`config.mk`:
```
export PLATFORM = sky130hd
export DESIGN_NAME = wvb_reader
export DESIGN_NICKNAME = d
export VERILOG_FILES = /design/src/rtl/wvb_reader_pkg.sv /design/src/rtl/wvb_reader_skid_fifo.sv /design/src/rtl/wvb_reader.sv
export SDC_FILE = /design/constraint.sdc
export NUM_CORES = 1
export LEC_CHECK = 0
export CORE_UTILIZATION = 55
export DETAILED_ROUTE_END_ITERATION = 7
export GPL_TIMING_DRIVEN = 0
export HOLD_SLACK_MARGIN = 0.02
export PLACE_DENSITY = 0.85
export SLEW_MARGIN = 20
export SYNTH_ARGS = -nofsm -noshare
export SYNTH_HDL_FRONTEND = slang
export SYNTH_SLANG_ARGS = --single-unit
```
`constraint.sdc`:
```
create_clock -name clk -period 6.2 [get_ports clk]
set_clock_uncertainty 0.1 [all_clocks]
set_input_delay 1.24 -clock clk [delete_from_list [all_inputs] [get_ports clk]]
set_output_delay 1.24 -clock clk [all_outputs]
set_load 0.02 [all_outputs]
```
`src/rtl/wvb_reader_pkg.sv`:
```
// rtl/wvb_reader_pkg.sv - wvb_reader header layout, frame constants, FSM states and word builders
package wvb_reader_pkg;

    localparam int HDR_W     = 80;
    localparam int LTC_LSB   = 0;
    localparam int LTC_MSB   = 47;
    localparam int START_LSB = 48;
    localparam int START_MSB = 59;
    localparam int STOP_LSB  = 60;
    localparam int STOP_MSB  = 71;
    localparam int TRIG_LSB  = 72;
    localparam int TRIG_MSB  = 73;
    localparam int CNST_BIT  = 74;
    localparam int RSV_LSB   = 75;
    localparam int RSV_MSB   = 79;

    localparam logic [7:0] SYNC_BYTE = 8'h90;

    typedef enum logic [2:0] {
        S_IDLE,
        S_HDR,
        S_W0,
        S_W1,
        S_W2,
        S_SAMP,
        S_CHK
    } state_t;

    // Sample count minus one; storage addresses wrap, so plain modular subtraction
    function automatic logic [11:0] hdr_n_m1(input logic [11:0] stop_addr, input logic [11:0] start_addr);
        return stop_addr - start_addr;
    endfunction

    function automatic logic [31:0] make_w0(input logic [3:0] chan, input logic cnst_run,
                                            input logic [1:0] trig_src, input logic [11:0] n_m1);
        return {SYNC_BYTE, 4'h0, chan, 1'b0, cnst_run, trig_src, n_m1};
    endfunction

    // W1 in the upper half, W2 in the lower half
    function automatic logic [63:0] make_w1_w2(input logic [47:0] ltc, input logic [4:0] rsv);
        return {ltc, 11'h0, rsv};
    endfunction

    function automatic logic [31:0] make_sample(input logic [21:0] d);
        return {10'h0, d};
    endfunction

endpackage

```
`src/rtl/wvb_reader_skid_fifo.sv`:
```
// rtl/wvb_reader_skid_fifo.sv - small synchronous FIFO buffering samples returned by waveform storage
module wvb_reader_skid_fifo #(
    parameter int P_WIDTH = 22,
    parameter int P_DEPTH = 4
) (
    input  logic                         clk,
    input  logic                         rst_n,
    input  logic                         wr_en,
    input  logic [P_WIDTH-1:0]           wr_data,
    input  logic                         rd_en,
    output logic [P_WIDTH-1:0]           rd_data,
    output logic                         full,
    output logic                         empty,
    output logic [$clog2(P_DEPTH):0]     count
);
    localparam int AW = $clog2(P_DEPTH);

    logic [P_WIDTH-1:0] mem [P_DEPTH];
    logic [AW-1:0]      wr_ptr;
    logic [AW-1:0]      rd_ptr;
    logic               wr_ok;
    logic               rd_ok;

    assign full    = (count == (AW+1)'(P_DEPTH));
    assign empty   = (count == '0);
    assign wr_ok   = wr_en && !full;
    assign rd_ok   = rd_en && !empty;
    assign rd_data = mem[rd_ptr];

    // Pointer and occupancy bookkeeping; depth is a power of two so pointers wrap naturally
    always_ff @(posedge clk or negedge rst_n) begin
        if (!rst_n) begin
            wr_ptr <= '0;
            rd_ptr <= '0;
            count  <= '0;
        end else begin
            if (wr_ok) wr_ptr <= wr_ptr + AW'(1);
            if (rd_ok) rd_ptr <= rd_ptr + AW'(1);
            case ({wr_ok, rd_ok})
                2'b10:   count <= count + (AW+1)'(1);
                2'b01:   count <= count - (AW+1)'(1);
                default: count <= count;
            endcase
        end
    end

    // Storage array, no reset needed since reads are gated by empty
    always_ff @(posedge clk) begin
        if (wr_ok) mem[wr_ptr] <= wr_data;
    end

endmodule

```
`src/rtl/wvb_reader.sv`:
```
// rtl/wvb_reader.sv - waveform buffer readout framer; WVB_READER_CHKSUM_EN adds an XOR trailer word
module wvb_reader
    import wvb_reader_pkg::*;
#(
    parameter int P_DATA_WIDTH = 22,
    parameter int P_ADR_WIDTH  = 12,
    parameter int P_HDR_WIDTH  = 80,
    parameter int P_LTC_WIDTH  = 48,
    parameter int P_RD_LATENCY = 2,
    parameter int P_SKID_DEPTH = 4
) (
    input  logic                    clk,
    input  logic                    rst_n,
    input  logic [3:0]              chan_id,
    input  logic                    rd_en,
    input  logic [P_HDR_WIDTH-1:0]  hdr_data,
    input  logic                    hdr_empty,
    output logic                    hdr_rdreq,
    input  logic [P_DATA_WIDTH-1:0] wvb_data,
    output logic                    wvb_rdreq,
    output logic                    wvb_rddone,
    output logic [31:0]             dout,
    output logic                    dout_valid,
    input  logic                    dout_ready,
    output logic                    dout_sop,
    output logic                    dout_eop,
    output logic                    busy
);
    localparam int CNT_W = $clog2(P_SKID_DEPTH) + 1;

    state_t                  state;
    state_t                  state_nxt;
    logic [P_HDR_WIDTH-1:0]  hdr_q;
    logic [3:0]              chan_q;
    logic [P_ADR_WIDTH-1:0]  n_m1;
    logic [P_ADR_WIDTH-1:0]  samp_idx;
    logic [P_ADR_WIDTH:0]    n_total;
    logic [P_ADR_WIDTH:0]    fetch_cnt;
    logic [P_ADR_WIDTH:0]    wr_cnt;
    logic [P_RD_LATENCY-1:0] req_pipe;
    logic [CNT_W-1:0]        in_flight;
    logic [CNT_W-1:0]        fifo_count;
    logic [P_DATA_WIDTH-1:0] fifo_rdata;
    logic                    fifo_wr;
    logic                    fifo_rd;
    logic                    fifo_full;
    logic                    fifo_empty;
    logic                    fetch_phase;
    logic                    handshake;
    logic                    last_samp;
    logic                    room;
    logic [63:0]             w12;

`ifdef WVB_READER_CHKSUM_EN
    logic [31:0]             chk_acc;
`endif

    assign n_m1      = P_ADR_WIDTH'(hdr_n_m1(hdr_q[STOP_MSB:STOP_LSB], hdr_q[START_MSB:START_LSB]));
    assign n_total   = {1'b0, n_m1} + (P_ADR_WIDTH+1)'(1);
    assign w12       = make_w1_w2(hdr_q[P_LTC_WIDTH-1:0], hdr_q[RSV_MSB:RSV_LSB]);
    assign last_samp = (samp_idx == n_m1);
    assign handshake = dout_valid && dout_ready;
    assign fifo_rd   = handshake && (state == S_SAMP);
    assign fifo_wr   = req_pipe[P_RD_LATENCY-1];
    // Requests already in the storage pipeline count against FIFO space so no write is ever dropped
    assign room      = ((CNT_W+1)'(fifo_count) + (CNT_W+1)'(in_flight)) < (CNT_W+1)'(P_SKID_DEPTH);
    assign wvb_rdreq = fetch_phase && (fetch_cnt < n_total) && room && !fifo_full;

    wvb_reader_skid_fifo #(
        .P_WIDTH (P_DATA_WIDTH),
        .P_DEPTH (P_SKID_DEPTH)
    ) u_skid (
        .clk     (clk),
        .rst_n   (rst_n),
        .wr_en   (fifo_wr),
        .wr_data (wvb_data),
        .rd_en   (fifo_rd),
        .rd_data (fifo_rdata),
        .full    (fifo_full),
        .empty   (fifo_empty),
        .count   (fifo_count)
    );

    // State register
    always_ff @(posedge clk or negedge rst_n) begin
        if (!rst_n) state <= S_IDLE;
        else        state <= state_nxt;
    end

    // Next-state logic; header words advance only on an accepted word
    always_comb begin
        state_nxt = state;
        case (state)
            S_IDLE: if (rd_en && !hdr_empty) state_nxt = S_HDR;
            S_HDR:  state_nxt = S_W0;
            S_W0:   if (handshake) state_nxt = S_W1;
            S_W1:   if (handshake) state_nxt = S_W2;
            S_W2:   if (handshake) state_nxt = S_SAMP;
`ifdef WVB_READER_CHKSUM_EN
            S_SAMP: if (handshake && last_samp) state_nxt = S_CHK;
            S_CHK:  if (handshake) state_nxt = S_IDLE;
`else
            S_SAMP: if (handshake && last_samp) state_nxt = S_IDLE;
`endif
            default: state_nxt = S_IDLE;
        endcase
    end

    // Output decode from registered state only, so ready never reaches valid combinationally
    always_comb begin
        dout        = '0;
        dout_valid  = 1'b0;
        dout_sop    = 1'b0;
        dout_eop    = 1'b0;
        hdr_rdreq   = 1'b0;
        fetch_phase = 1'b0;
        busy        = (state != S_IDLE);
        case (state)
            S_HDR: hdr_rdreq = 1'b1;
            S_W0: begin
                dout_valid  = 1'b1;
                dout_sop    = 1'b1;
                dout        = make_w0(chan_q, hdr_q[CNST_BIT], hdr_q[TRIG_MSB:TRIG_LSB], 12'(n_m1));
                fetch_phase = 1'b1;
            end
            S_W1: begin
                dout_valid  = 1'b1;
                dout        = w12[63:32];
                fetch_phase = 1'b1;
            end
            S_W2: begin
                dout_valid  = 1'b1;
                dout        = w12[31:0];
                fetch_phase = 1'b1;
            end
            S_SAMP: begin
                fetch_phase = 1'b1;
                dout_valid  = !fifo_empty;
                if (!fifo_empty) dout = make_sample(22'(fifo_rdata));
`ifndef WVB_READER_CHKSUM_EN
                dout_eop    = !fifo_empty && last_samp;
`endif
            end
`ifdef WVB_READER_CHKSUM_EN
            S_CHK: begin
                dout_valid = 1'b1;
                dout       = chk_acc;
                dout_eop   = 1'b1;
            end
`endif
            default: ;
        endcase
    end

    // Header and channel capture on the pop cycle; held for the whole frame
    always_ff @(posedge clk or negedge rst_n) begin
        if (!rst_n) begin
            hdr_q  <= '0;
            chan_q <= '0;
        end else if (state == S_HDR) begin
            hdr_q  <= hdr_data;
            chan_q <= chan_id;
        end
    end

    // Storage read pipeline: a request's data lands P_RD_LATENCY cycles later
    always_ff @(posedge clk or negedge rst_n) begin
        if (!rst_n) begin
            req_pipe  <= '0;
            in_flight <= '0;
        end else begin
            req_pipe[0] <= wvb_rdreq;
            for (int i = 1; i < P_RD_LATENCY; i++) req_pipe[i] <= req_pipe[i-1];
            case ({wvb_rdreq, fifo_wr})
                2'b10:   in_flight <= in_flight + CNT_W'(1);
                2'b01:   in_flight <= in_flight - CNT_W'(1);
                default: in_flight <= in_flight;
            endcase
        end
    end

    // Per-frame counters and the buffer-release pulse after the last sample lands
    always_ff @(posedge clk or negedge rst_n) begin
        if (!rst_n) begin
            fetch_cnt  <= '0;
            wr_cnt     <= '0;
            samp_idx   <= '0;
            wvb_rddone <= 1'b0;
        end else begin
            wvb_rddone <= fifo_wr && (wr_cnt == {1'b0, n_m1});
            if (state == S_HDR) begin
                fetch_cnt <= '0;
                wr_cnt    <= '0;
                samp_idx  <= '0;
            end else begin
                if (wvb_rdreq) fetch_cnt <= fetch_cnt + (P_ADR_WIDTH+1)'(1);
                if (fifo_wr)   wr_cnt    <= wr_cnt + (P_ADR_WIDTH+1)'(1);
                if (fifo_rd)   samp_idx  <= samp_idx + P_ADR_WIDTH'(1);
            end
        end
    end

`ifdef WVB_READER_CHKSUM_EN
    // Running XOR of every accepted word ahead of the trailer
    always_ff @(posedge clk or negedge rst_n) begin
        if (!rst_n)                             chk_acc <= '0;
        else if (state == S_HDR)                chk_acc <= '0;
        else if (handshake && state != S_CHK)   chk_acc <= chk_acc ^ dout;
    end
`endif

endmodule

```
==> out/results.tsv <==
stage	metric	value	unit
synthesis	ys_ff_latch	226	
place	io_buffer_count	149	
synthesis	synth_cell_types	66	
place	dp_hpwl	19000	um
synthesis	synth_edf_count	88	
setup_path	reg2reg_from	hdr_q[60]	
timing	max_freq	0.163	GHz
synthesis	synth_area_leaders	dfrtp_1 31%, edfxtp_1 24%, mux2_2 7.4%, mux4_2 4.5%, ha_1 4.0%	
setup_path	worstSetupStartpoint	hdr_q[60]	
layout	syn_to_final_growth	25.3	%
grt	grt_pass1_wl	41900	um
floorplanning	die_w	144	um
grt	grt_pass1_vias	7842	
clock_tree	h-tree-depth	1	
worst_hold_path	min_delay_worst_endpoint	req_pipe[1]	
setup_path	timing.rr.end	in_flight[2]	
synthesis	synthArstFlopShare	0.611	
detailed_routing	drc	0	
clock_tree	max-clock-path-buffers	3	
timing	rsz0062_at_grt	yes	
floorplanning	io_pins	150	
clock_tree	clkSlewWorstSetupHoldPaths	0.06	ns
clock_tree	numCtsBuffers	23	
floorplanning	die_area	20700	um2
layout	final_cell_count_no_fill	1339	
setup_path	reg2regPathDepth	28	
grt	grtUsageTotal	0.268	
detailed_routing	vias_per_cell	5.79	
synthesis	synth_area_per_cell	12.7	um2
detailed_routing	wl	27200	um
place	gp_congestion	0.896	
detailed_routing	vias	7748	
timing	drv_slew	0	
place	dp_cells	1284	
power	powerDensity	581	nW/um2
synthesis	syn_inst	869	
clock_tree	worstSkewPairLatency	0.52	ns
job	drv_cap	0	
floorplanning	coreArea	19600	um2
detailed_routing	drt_iter0_drc	531	
layout	drive_above_1_share	0.169	
place	place_ws	-0.808	ns
clock_tree	cts_tree	done	
synthesis	ys_seq_area_frac	0.550	
setup_path	worstPathRequired	4.86	ns
timing	setup_slack	0.0821	ns
floorplanning	die_h	144	um
grt	grt_start_max_net_pins	82	
worst_hold_path	hp-class	flop to flop	
power	p_leak	5.51	nW
grt	grt-ovfl-total	0	
layout	fin_util	0.708	
worst_hold_path	worstHoldStart	req_pipe[0]	
setup_path	startpoint_type	flop	
floorplanning	initial_utilization	0.565	
synthesis	synth_largest_area_cell	dfrtp_1	
run_status	outcome	finished clean	
timing	post-route-period-util	0.987	
worst_hold_path	whs_path_depth	0	
clock_tree	cts.sinks	226	
layout	nets	1204	
synthesis	synth-warning-count	0	
synthesis	synth_flop_cell	dfrtp_1	
clock_tree	cts-root-buf	clkbuf_16	
timing	finalSetupViolations	0	
power	finalPower	8.06	mW
synthesis	synth_top_area_share	0.312	
detailed_routing	wl_per_cell	20.3	um
synthesis	synthesis.area	11100	um2
floorplanning	rows	51	
power	vdd_ir_drop_max	0.370	mV
setup_path	arrival	4.78	ns
setup_path	rrSetupSlack	0.94	ns
timing	worst_pin_slew	0.877	ns
setup_path	cp-end-kind	output pin	
synthesis	syn-num-nets	1018	
timing	slew_headroom	0.411	
timing	finalHoldViolCount	0	
timing	layout_min_cycle_time	6.12	ns
setup_path	crit_type	flop to output pin	
setup_path	cp_max_fo	11	
grt	antenna_found_initial	1	
detailed_routing	ant_nets	0	
detailed_routing	first_pass_iters	5	
==> final cells by class <==
class	count	area (um2)
flip-flops and latches	226	6100
fillers	1354	5710
multi-input cells	567	4780
repair buffers	161	1600
clock buffers	30	632
well taps	265	332
plain buffers	44	195
inverters	32	120
clock inverters	12	115
diodes	2	5.00
==> per-stage QoR <==
stage               hold WS, ns  setup TNS, ns  cell area (um2)
global placement          0.236        -254.91            12900
detailed placement        0.239         -0.808            12900
global route              0.256         -0.195            13900
CTS                       0.252              0            13800
floorplan                 0.231              0            11100
finish                    0.252              0            13900
==> critical path: stages (launching register included) <==
cell	delay, ns
dfrtp_1	0.37
inv_1	0.08
ha_1	0.16
inv_1	0.05
fa_2	0.40
a21oi_1	0.16
nor2_1	0.10
nor4_2	0.37
o21bai_2	0.15
xor2_2	0.21
nor4b_4	0.25
nand4_1	0.14
or3_1	0.35
ha_1	0.21
nor4_2	0.31
o21ai_1	0.12
a21oi_1	0.14
nand3_1	0.14
a31oi_4	0.21
buf_8	0.17
buf_2	0.17
==> worst max-delay path by stage <==
stage,cells after the start,endpoint
CTS,19,wvb_rdreq
floorplan,19,wvb_rdreq
global route,20,wvb_rdreq
finish,20,wvb_rdreq
detailed placement,20,wvb_rdreq
global placement,1,hdr_q[33]
==> Yosys cell counts (all sizes together), types with 3 or more instances <==
master	count
nand2b	4
xor2	50
a211oi	4
xnor2	30
a221o	6
nor2b	7
nor3	7
nor4	5
or3	9
nand4	19
and3	14
a21o	5
buf	11
o211ai	4
a222oi	4
nor4b	3
nand2	51
o21ai	50
dfrtp	138
and2	11
edfxtp	88
mux2	73
a22o	9
mux2i	16
inv	32
clkbuf	33
nor2	56
o311ai	3
nand3	10
ha	35
fa	3
and4	4
a21oi	25
mux4	22
==> cell usage in the layout, fill, tap and decap left out, drive strengths merged, types with 4 or more instances in the layout <==
master / count
a22o: 9
a21o: 5
nand2b: 4
nor3: 7
and2: 11
nor2b: 7
xnor2: 30
clkbuf: 62
xor2: 50
o21ai: 50
o211ai: 4
a222oi: 4
clkinv: 7
mux4: 22
and4: 4
nor4: 5
inv: 33
ha: 35
a211oi: 4
mux2i: 16
a21oi: 25
clkdlybuf4s50: 147
nor2: 56
and3: 14
edfxtp: 88
nand4: 19
buf: 26
or3: 9
nand2: 51
a221o: 6
nand3: 10
mux2: 73
dfrtp: 138
==> power breakdown <==
group,switching (mW),internal [mW],total [mW]
sequential,0.222,1.94,2.16
combinational,2.54,1.98,4.51
clock,0.586,0.803,1.39
total,3.35,4.71,8.06
==> kinds of logic after synthesis <==
logic type / after synthesis / share of synthesized area
AOI/OAI and AO/OA: 128 / 0.0785
and+or+nand+nor: 209 / 0.0975
DFF: 226 / 0.550
adders and majority gates: 38 / 0.0450
xor gates and xnor gates: 81 / 0.0678
buffers and inverters: 76 / 0.0275
muxes: 111 / 0.133
==> sequential cells by signal (all words and copies together), names as in the netlist, 3 cells and up <==
name and cells:
chan_q 4, u_skid.count 3, u_skid.mem 88, in_flight 3
hdr_q 80, samp_idx 12, fetch_cnt 13, state 3
wr_cnt 13
==> routing by layer <==
layer	vias up	routed length (um)	global-route usage
met2	286	13300	0.435
met4	0	1130	0.117
met3	75	1600	0.0463
met1	3844	11200	0.355
met5	-	0	0
li1	3543	-	-
==> what timing repair did <==
item,4_1_cts,5_1_grt
hold buffers,0,0
gates resized for setup,20,6
pin swaps,5,4
buffers inserted,5,6
endpoints found under the setup margin,1,2
Power figures use the tool's default switching activity.
